[src/rtl/onchip_mem_bist_master_if.sv]
// rtl/onchip_mem_bist_master_if.sv - Avalon-MM s1 port bundle between the BIST master and the on-chip RAM
interface onchip_mem_bist_master_if #(
  parameter int ADDR_W = 14,
  parameter int DATA_W = 32
);
  logic [ADDR_W-1:0]   mem_address;
  logic [DATA_W/8-1:0] mem_byteenable;
  logic                mem_chipselect;
  logic                mem_write;
  logic [DATA_W-1:0]   mem_writedata;
  logic                mem_clken;
  logic [DATA_W-1:0]   mem_readdata;

  modport master (
    output mem_address, mem_byteenable, mem_chipselect, mem_write, mem_writedata, mem_clken,
    input  mem_readdata
  );

  modport slave (
    input  mem_address, mem_byteenable, mem_chipselect, mem_write, mem_writedata, mem_clken,
    output mem_readdata
  );
endinterface

[src/rtl/onchip_mem_bist_master.sv]
// rtl/onchip_mem_bist_master.sv - fill/check BIST master for the single-port on-chip RAM
// Optional: define ONCHIP_MEM_BIST_HALT_ON_ERR_EN to stop a check run at the first mismatch.
module onchip_mem_bist_master #(
  parameter int ADDR_W = 14,
  parameter int DATA_W = 32,
  parameter int DEPTH  = 10240,
  parameter int ERR_W  = 16
) (
  input  logic                  clk,
  input  logic                  reset_n,
  input  logic                  start,
  input  logic [1:0]            mode,
  input  logic [ADDR_W-1:0]     base_addr,
  input  logic [ADDR_W:0]       word_count,
  input  logic [DATA_W-1:0]     seed,
  output logic                  busy,
  output logic                  done,
  output logic                  pass,
  output logic [ERR_W-1:0]      err_count,
  output logic [ADDR_W-1:0]     first_err_addr,
  onchip_mem_bist_master_if.master mem
);
  typedef enum logic [2:0] {IDLE, FILL, READ, DRAIN, DONE} state_t;

  localparam logic [ADDR_W:0]   DEPTH_N = (ADDR_W+1)'(DEPTH);
  localparam logic [ADDR_W-1:0] DEPTH_A = ADDR_W'(DEPTH);
  localparam logic [ADDR_W-1:0] LAST_A  = ADDR_W'(DEPTH - 1);

  state_t              state_q, state_d;
  logic [ADDR_W:0]     n_q, cnt_q, n_clamp;
  logic [ADDR_W-1:0]   base_q, addr_q, exp_addr_q, base_mod, addr_inc;
  logic [DATA_W-1:0]   seed_q, pat_q, exp_data_q;
  logic                chk_q, cmp_valid_q, clken_q;
  logic                accept, last, mismatch;

  // A single subtraction is enough because the address space is less than twice DEPTH.
  assign n_clamp  = (word_count > DEPTH_N) ? DEPTH_N : word_count;
  assign base_mod = (base_addr >= DEPTH_A) ? base_addr - DEPTH_A : base_addr;
  assign accept   = start && (mode != 2'b00) && (n_clamp != '0);
  assign last     = (cnt_q == n_q - (ADDR_W+1)'(1));
  assign addr_inc = (addr_q == LAST_A) ? '0 : addr_q + ADDR_W'(1);
  assign mismatch = cmp_valid_q && (mem.mem_readdata != exp_data_q);

  always_ff @(posedge clk or negedge reset_n) begin
    if (!reset_n) state_q <= IDLE;
    else          state_q <= state_d;
  end

  always_comb begin
    state_d = state_q;
    case (state_q)
      IDLE:    if (start) state_d = accept ? (mode[0] ? FILL : READ) : DONE;
      FILL:    if (last) state_d = chk_q ? READ : DONE;
      READ:    if (last) state_d = DRAIN;
      DRAIN:   state_d = DONE;
      DONE:    state_d = IDLE;
      default: state_d = IDLE;
    endcase
`ifdef ONCHIP_MEM_BIST_HALT_ON_ERR_EN
    if ((state_q == READ || state_q == DRAIN) && mismatch) state_d = DONE;
`endif
  end

  always_ff @(posedge clk or negedge reset_n) begin
    if (!reset_n) begin
      n_q            <= '0;
      cnt_q          <= '0;
      base_q         <= '0;
      addr_q         <= '0;
      exp_addr_q     <= '0;
      seed_q         <= '0;
      pat_q          <= '0;
      exp_data_q     <= '0;
      chk_q          <= 1'b0;
      cmp_valid_q    <= 1'b0;
      clken_q        <= 1'b0;
      err_count      <= '0;
      first_err_addr <= '0;
      pass           <= 1'b0;
    end else begin
      clken_q     <= 1'b1;
      // Read data returns one cycle later; a halt discards whatever is still in flight.
      cmp_valid_q <= (state_q == READ) && (state_d != DONE);
      exp_data_q  <= pat_q;
      exp_addr_q  <= addr_q;

      if (state_q == IDLE && start) begin
        err_count      <= '0;
        first_err_addr <= '0;
        pass           <= ~accept;
        n_q            <= n_clamp;
        base_q         <= base_mod;
        seed_q         <= seed;
        chk_q          <= mode[1];
        cnt_q          <= '0;
        addr_q         <= base_mod;
        pat_q          <= seed;
      end else if (state_q == FILL || state_q == READ) begin
        if (last) begin
          cnt_q  <= '0;
          addr_q <= base_q;
          pat_q  <= seed_q;
        end else begin
          cnt_q  <= cnt_q + (ADDR_W+1)'(1);
          addr_q <= addr_inc;
          pat_q  <= pat_q + DATA_W'(1);
        end
      end

      if (mismatch) begin
        if (err_count != '1) err_count <= err_count + ERR_W'(1);
        if (err_count == '0) first_err_addr <= exp_addr_q;
      end

      if (state_d == DONE && state_q != IDLE && state_q != DONE)
        pass <= (err_count == '0) && !mismatch;
    end
  end

  assign busy = (state_q == FILL) || (state_q == READ) || (state_q == DRAIN);
  assign done = (state_q == DONE);

  assign mem.mem_chipselect = (state_q == FILL) || (state_q == READ);
  assign mem.mem_write      = (state_q == FILL);
  assign mem.mem_address    = mem.mem_chipselect ? addr_q : '0;
  assign mem.mem_byteenable = mem.mem_chipselect ? '1 : '0;
  assign mem.mem_writedata  = mem.mem_write ? pat_q : '0;
  assign mem.mem_clken      = clken_q;
endmodule

[src/flat_wrapper.sv]
// flat-port wrapper written by rule: the top's interface ports become plain ports
module onchip_mem_bist_master_flat 
#(
  parameter int ADDR_W = 14,
  parameter int DATA_W = 32,
  parameter int DEPTH  = 10240,
  parameter int ERR_W  = 16
)
  (clk, reset_n, start, mode, base_addr, word_count, seed, busy, done, pass, err_count, first_err_addr, mem_mem_address, mem_mem_byteenable, mem_mem_chipselect, mem_mem_write, mem_mem_writedata, mem_mem_clken, mem_mem_readdata);
  onchip_mem_bist_master_if #(.ADDR_W(ADDR_W), .DATA_W(DATA_W)) mem_i ();
  input  logic clk;
  input  logic reset_n;
  input  logic start;
  input  logic [1:0] mode;
  input  logic [ADDR_W-1:0] base_addr;
  input  logic [ADDR_W:0] word_count;
  input  logic [DATA_W-1:0] seed;
  output logic busy;
  output logic done;
  output logic pass;
  output logic [ERR_W-1:0] err_count;
  output logic [ADDR_W-1:0] first_err_addr;
  output wire logic [$bits(mem_i.mem_address)-1:0] mem_mem_address;
  output wire logic [$bits(mem_i.mem_byteenable)-1:0] mem_mem_byteenable;
  output wire logic [$bits(mem_i.mem_chipselect)-1:0] mem_mem_chipselect;
  output wire logic [$bits(mem_i.mem_write)-1:0] mem_mem_write;
  output wire logic [$bits(mem_i.mem_writedata)-1:0] mem_mem_writedata;
  output wire logic [$bits(mem_i.mem_clken)-1:0] mem_mem_clken;
  input wire logic [$bits(mem_i.mem_readdata)-1:0] mem_mem_readdata;
  assign mem_mem_address = mem_i.mem_address;
  assign mem_mem_byteenable = mem_i.mem_byteenable;
  assign mem_mem_chipselect = mem_i.mem_chipselect;
  assign mem_mem_write = mem_i.mem_write;
  assign mem_mem_writedata = mem_i.mem_writedata;
  assign mem_mem_clken = mem_i.mem_clken;
  assign mem_i.mem_readdata = mem_mem_readdata;
  onchip_mem_bist_master #(.ADDR_W(ADDR_W), .DATA_W(DATA_W), .DEPTH(DEPTH), .ERR_W(ERR_W)) u_core (.clk(clk), .reset_n(reset_n), .start(start), .mode(mode), .base_addr(base_addr), .word_count(word_count), .seed(seed), .busy(busy), .done(done), .pass(pass), .err_count(err_count), .first_err_addr(first_err_addr), .mem(mem_i));
endmodule
[config.mk]
export PLATFORM = sky130hd
export DESIGN_NAME = onchip_mem_bist_master_flat
export DESIGN_NICKNAME = d
export VERILOG_FILES = /design/src/rtl/onchip_mem_bist_master_if.sv /design/src/rtl/onchip_mem_bist_master.sv /design/src/flat_wrapper.sv
export SDC_FILE = /design/constraint.sdc
export NUM_CORES = 1
export LEC_CHECK = 0
export CORE_MARGIN = 5
export CORE_UTILIZATION = 40
export CTS_BUF_LIST = sky130_fd_sc_hd__clkbuf_4 sky130_fd_sc_hd__clkbuf_8
export DETAILED_ROUTE_END_ITERATION = 10
export GPL_ROUTABILITY_DRIVEN = 0
export PLACE_DENSITY = 0.66
export SLEW_MARGIN = 15
export SYNTH_ARGS = -nofsm -noshare
export SYNTH_HDL_FRONTEND = slang
export SYNTH_SLANG_ARGS = --single-unit
[constraint.sdc]
create_clock -name clk -period 3.2 [get_ports clk]
set_input_delay 0.64 -clock clk [delete_from_list [all_inputs] [get_ports clk]]
set_output_delay 0.64 -clock clk [all_outputs]
set_load 0.02 [all_outputs]
# Word level (Yosys, flattened, before mapping)
# Index checks and enable logic that the tools add are counted.
[totals]
latch_bits = 0
out_inout_bits = 86
ramBits = 0
rom_bits = 0
wordCells = 83
reg_bits = 205
memories = 0
[classes]
n_eq_ne = 11
n_reduce_logical = 18
n_lt_le_gt_ge = 2
mul = 0
n_bitwise = 1
div = 0
n_addsub = 6
n_mux = 30
shift = 0
[ops]
columns = ["op", "n"]
rows = [
  ["$mux 32", 4],
  ["$mux 14", 9],
  ["$mux 15", 4],
  ["$mux 16", 3],
  ["$add 32x1->32 const B", 1],
  ["$ne 32x32->1", 1],
  ["$add 16x1->16 const B", 1],
  ["$logic_not 16->1", 1],
  ["$ne 16x16->1 const B", 1],
  ["$add 15x1->15 const B", 1],
  ["$eq 15x15->1", 1],
  ["$gt 15x14->1 const B", 1],
  ["$mux 3", 5],
  ["$reduce_bool 15->1", 1],
  ["$sub 15x1->15 const B", 1],
  ["$add 14x1->14 const B", 1],
  ["$eq 14x14->1 const B", 1],
  ["$ge 14x14->1 const B", 1],
  ["$sub 14x14->14 const B", 1],
  ["$pmux 3 s4", 1],
  ["$logic_and 1x1->1", 8],
  ["$eq 3x2->1 const B", 2],
  ["$eq 3x3->1 const B", 2],
  ["$ne 3x3->1 const B", 2],
  ["other kinds (10)", 14],
]

# Logic depth before layout (Yosys ltp)
[logic_depth]
ltp_word = 11
depth_mapped = 13
ltp_nobuf = 10

# Least setup slack after synthesis
# OpenSTA, ideal clock, no wires.
[synth_timing]
kind = "register to register"
start = "register u_core.n_q[0]"
end = "register u_core.pat_q[22]"
slack_ns = 0.145
stages_incl_launch_ff = 14
setup_time_ns = 0.094
required_time_ns = 3.106
arrival_time_ns = 2.961
path_cell_list = "dfrtp_1 -> inv_1 -> ha_1 -> nor3b_2 -> a21oi_1 -> a211oi_2 -> nand3b_1 -> or4b_4 -> buf_6 -> or2_1 -> buf_2 -> buf_6 -> mux2i_1 -> a211oi_1"
[synth_between]
elab_chain_len = 5
[synth_lines]
columns = ["element", "line", "text"]
rows = [
  ["start, declared", "onchip_mem_bist_master.sv:30", "logic [ADDR_W:0] n_q, cnt_q, n_clamp;"],
  ["start signal, assigned", "onchip_mem_bist_master.sv:91", "n_q <= n_clamp;"],
  ["$sub 15x1->15", "onchip_mem_bist_master.sv:40", "assign last = (cnt_q == n_q - (ADDR_W+1)'(1));"],
  ["$eq 15x15->1", "onchip_mem_bist_master.sv:40", ""],
  ["$mux 32", "onchip_mem_bist_master.sv:99", "if (last) begin"],
  ["$mux 32", "onchip_mem_bist_master.sv:98", "end else if (state_q == FILL || state_q == READ) begin"],
  ["$mux 32", "onchip_mem_bist_master.sv:87", "if (state_q == IDLE && start) begin"],
  ["end signal, assigned", "onchip_mem_bist_master.sv:102", "pat_q <= seed_q;"],
  ["end signal, assigned", "onchip_mem_bist_master.sv:106", "pat_q <= pat_q + DATA_W'(1);"],
  ["end, declared", "onchip_mem_bist_master.sv:32", "logic [DATA_W-1:0] seed_q, pat_q, exp_data_q;"],
]
# Every way passes these cells. The select of a mux whose other input is x is not followed.
# A chain may end at the register's enable or synchronous reset.

# Worst setup path in the final report
[layout_timing]
start = "register u_core.state_q[2]"
end = "output port mem_mem_writedata[24]"
[layout_between]
elab_chain_len = 2
[layout_lines]
columns = ["element", "line", "text"]
rows = [
  ["start, declared", "onchip_mem_bist_master.sv:29", "state_t state_q, state_d;"],
  ["start signal, assigned", "onchip_mem_bist_master.sv:46", "else state_q <= state_d;"],
  ["$eq 3x1->1", "onchip_mem_bist_master.sv:124", "assign mem.mem_write = (state_q == FILL);"],
  ["$mux 32", "onchip_mem_bist_master.sv:127", "assign mem.mem_writedata = mem.mem_write ? pat_q : '0;"],
  ["end, declared", "flat_wrapper.sv:27", "output wire logic [$bits(mem_i.mem_writedata)-1:0] mem_mem_writedata;"],
]
# Every way passes these cells.

==> impl_metrics.json <==
{
  "stdcell_count": 1716,
  "critPathRequiredTime_ns": 2.56,
  "path_class": "reg2out",
  "cp_max_fo": 33,
  "die_w_um": 173,
  "min_path_type": "in2async",
  "r2r_end": "u_core.pat_q[10]$_DFFE_PN0P_",
  "detail_route.iter0.violations": 787,
  "relSlewSlack_pct": 41.0,
  "tns_ns": 0,
  "synth_top_area_share_pct": 48.5,
  "crit_path_start_kind": "register",
  "post_dp_cell_area_um2": 12900,
  "outcome": "completed",
  "n_fill_cell": 2336,
  "cts_inserted_buffers": 36,
  "ys_seq_area_share_pct": 48.5,
  "wl_per_cell_um": 18.4,
  "synth_seq_cells": 205,
  "rows": 59,
  "period_needed_ns": 3.02,
  "final_area_um2": 13800,
  "fin_util_pct": 53.1,
  "avgSynthCellArea_um2": 9.14,
  "rr_worst_depth": 12,
  "synth.distinct_cells": 72,
  "nets": 1465,
  "io_buffers": 183,
  "r2r_slack_ns": 0.18,
  "synth_ff_type": "dfrtp_1",
  "die_h_um": 173,
  "grt_max_degree": 95,
  "finClkSkew_ns": 0.0235,
  "place_inst": 1652,
  "peakVddDrop_mv": 0.526,
  "period_share_pct": 94.5,
  "maxSlewViolCount": 0,
  "clkTransAtPathRegs_ns": 0.06,
  "arrival_ns": 2.38,
  "num_io_pins": 184,
  "seqCellArea_um2": 5130,
  "ys_warn_count": 0,
  "final_cell_mix": "nand2_1, dfrtp_1, clkdlybuf4s50_1",
  "core_um2": 26100,
  "vias": 9324,
  "dp_hpwl_um": 21900,
  "syn_to_final_growth_pct": 30.8,
  "setup_viol": 0,
  "drc": 0,
  "power.density_nw_per_um2": 989,
  "total_power_w": 0.0137,
  "cts_tree": "yes",
  "overflow": 0,
  "grt_pass1_wl_um": 50300,
  "async_reset_ff_share_pct": 100,
  "cts_sinks": 205,
  "viasPerCell": 5.43,
  "insertion_delay_ns": 0.54,
  "dieArea_um2": 29800,
  "tightest_slew_ns": 0.878,
  "totalWireLength_um": 31600,
  "grt_pass1_vias": 9381,
  "r2r_start": "u_core.n_q[0]$_DFFE_PN0P_",
  "firstDrtPassIters": 5,
  "multi_input_area_um2": 5040,
  "maxCapViolCount": 0,
  "drive_gt1_share_pct": 10.2,
  "ant_nets": 0,
  "synth_edf_count": 0,
  "endpoint_kind": "output pin",
  "cts_root_buf": "clkbuf_8",
  "track_usage_pct": 20.3,
  "p_leak_nw": 6.02,
  "cts.htree.levels": 2,
  "ys_top_cells_by_area": "dfrtp_1, nand2_1, xor2_1",
  "max_freq_mhz": 331,
  "initial_core_util_pct": 40.6,
  "clockBufferDepth": 3,
  "final_common_cell": "nand2_1",
  "synth_area_leader_cell": "dfrtp_1",
  "antenna_found_initial": 1,
  "hold_violations": 0,
  "netlist_area_um2": 10600,
  "syn_inst": 1157,
  "diodes": 0,
  "synth_nets": 1262
}
[synth_stat cells, types with 10 or more instances]
cell type / n
xnor2_1: 29
o211ai_1: 10
dfrtp_1: 205
nor2_1: 54
nor3_1: 29
nand2_1: 215
inv_1: 31
and3_1: 20
nand3_1: 43
a22o_1: 11
or2_2: 10
mux2i_1: 15
nand4_1: 10
o21ai_0: 68
nor4_1: 19
a31oi_1: 35
xor2_1: 51
clkbuf_1: 48
o22ai_1: 28
or3_1: 10
and2_1: 53
a21oi_1: 29
[per-stage QoR]
step | worst slack (ns) | hold slack [ns]
2_1_floorplan | 0.145 | 0.344
3_3_place_gp | 0.104 | 0.412
3_5_place_dp | 0.00645 | 0.420
4_1_cts | 0.0283 | 0.142
5_1_grt | -0.00608 | 0.169
6_report | 0.177 | 0.124
[worst max-delay path by stage]
stage	startpoint	to	cells after the start
finish	u_core.state_q[2]$_DFF_PN0_	mem_mem_writedata[24]	5
global route	u_core.n_q[1]$_DFFE_PN0P_	u_core.pat_q[1]$_DFFE_PN0P_	13
CTS	u_core.n_q[0]$_DFFE_PN0P_	u_core.pat_q[14]$_DFFE_PN0P_	11
detailed placement	u_core.n_q[0]$_DFFE_PN0P_	u_core.pat_q[14]$_DFFE_PN0P_	11
global placement	mem_mem_readdata[26]	u_core.err_count[7]$_DFF_PN0_	9
floorplan	u_core.n_q[0]$_DFFE_PN0P_	u_core.pat_q[22]$_DFFE_PN0P_	13
[worst max-delay path, stage by stage, from the launching register on]
cell and delay [ns]:
dfrtp_1 0.43, nand2b_1 0.21, nor2_1 0.10, buf_4 0.29
and2_1 0.19, clkdlybuf4s50_1 0.62
[layer usage]
layer | track usage (%) | share of wire, % | up-vias
met3 | 4.85 | 6.3 | 56
met2 | 32.4 | 47 | 305
met1 | 27.4 | 44 | 4491
li1 | - | - | 4470
met4 | 7.00 | 2.7 | 2
met5 | 0 | 0.044 | -
[report_power, final]
part | internal (W) | switching, W
Sequential | 0.00367 | 0.00111
Combinational | 0.00276 | 0.00347
Clock | 0.00159 | 0.00109
[final cells by class]
| cell class | count | share of cell area (%) |
|---|---|---|
| multi-input combinational | 851 | 36.4 |
| clock inverter | 10 | 1.13 |
| sequential | 205 | 37.1 |
| clock buffer | 49 | 4.51 |
| tap | 335 | 3.03 |
| inverter | 31 | 0.877 |
| timing repair buffer | 235 | 17.0 |
[what timing repair did]
action,4_1_cts,5_1_grt
buffers inserted,0,3
endpoints found under the setup margin,6,31
resized for setup,2,11
gates cloned,0,2
hold buffers,0,0
pin swaps,0,7
[registers in the layout (all words and copies together) (netlist names), 15 cells and up]
register,flops
u_core.n_q,15
u_core.cnt_q,15
u_core.exp_data_q,32
u_core.err_count,16
u_core.seed_q,32
u_core.pat_q,32
[cells by family after synthesis]
family	count (synthesis)	synth area share (%)
simple gates	494	22.5
buf+inv	101	4.15
other cells	1	0.0355
xor+xnor	80	6.62
flops	205	48.5
mux	18	1.74
fa+ha+maj	7	0.828
compound gates	251	15.6
Power figures use the tool's default switching activity.
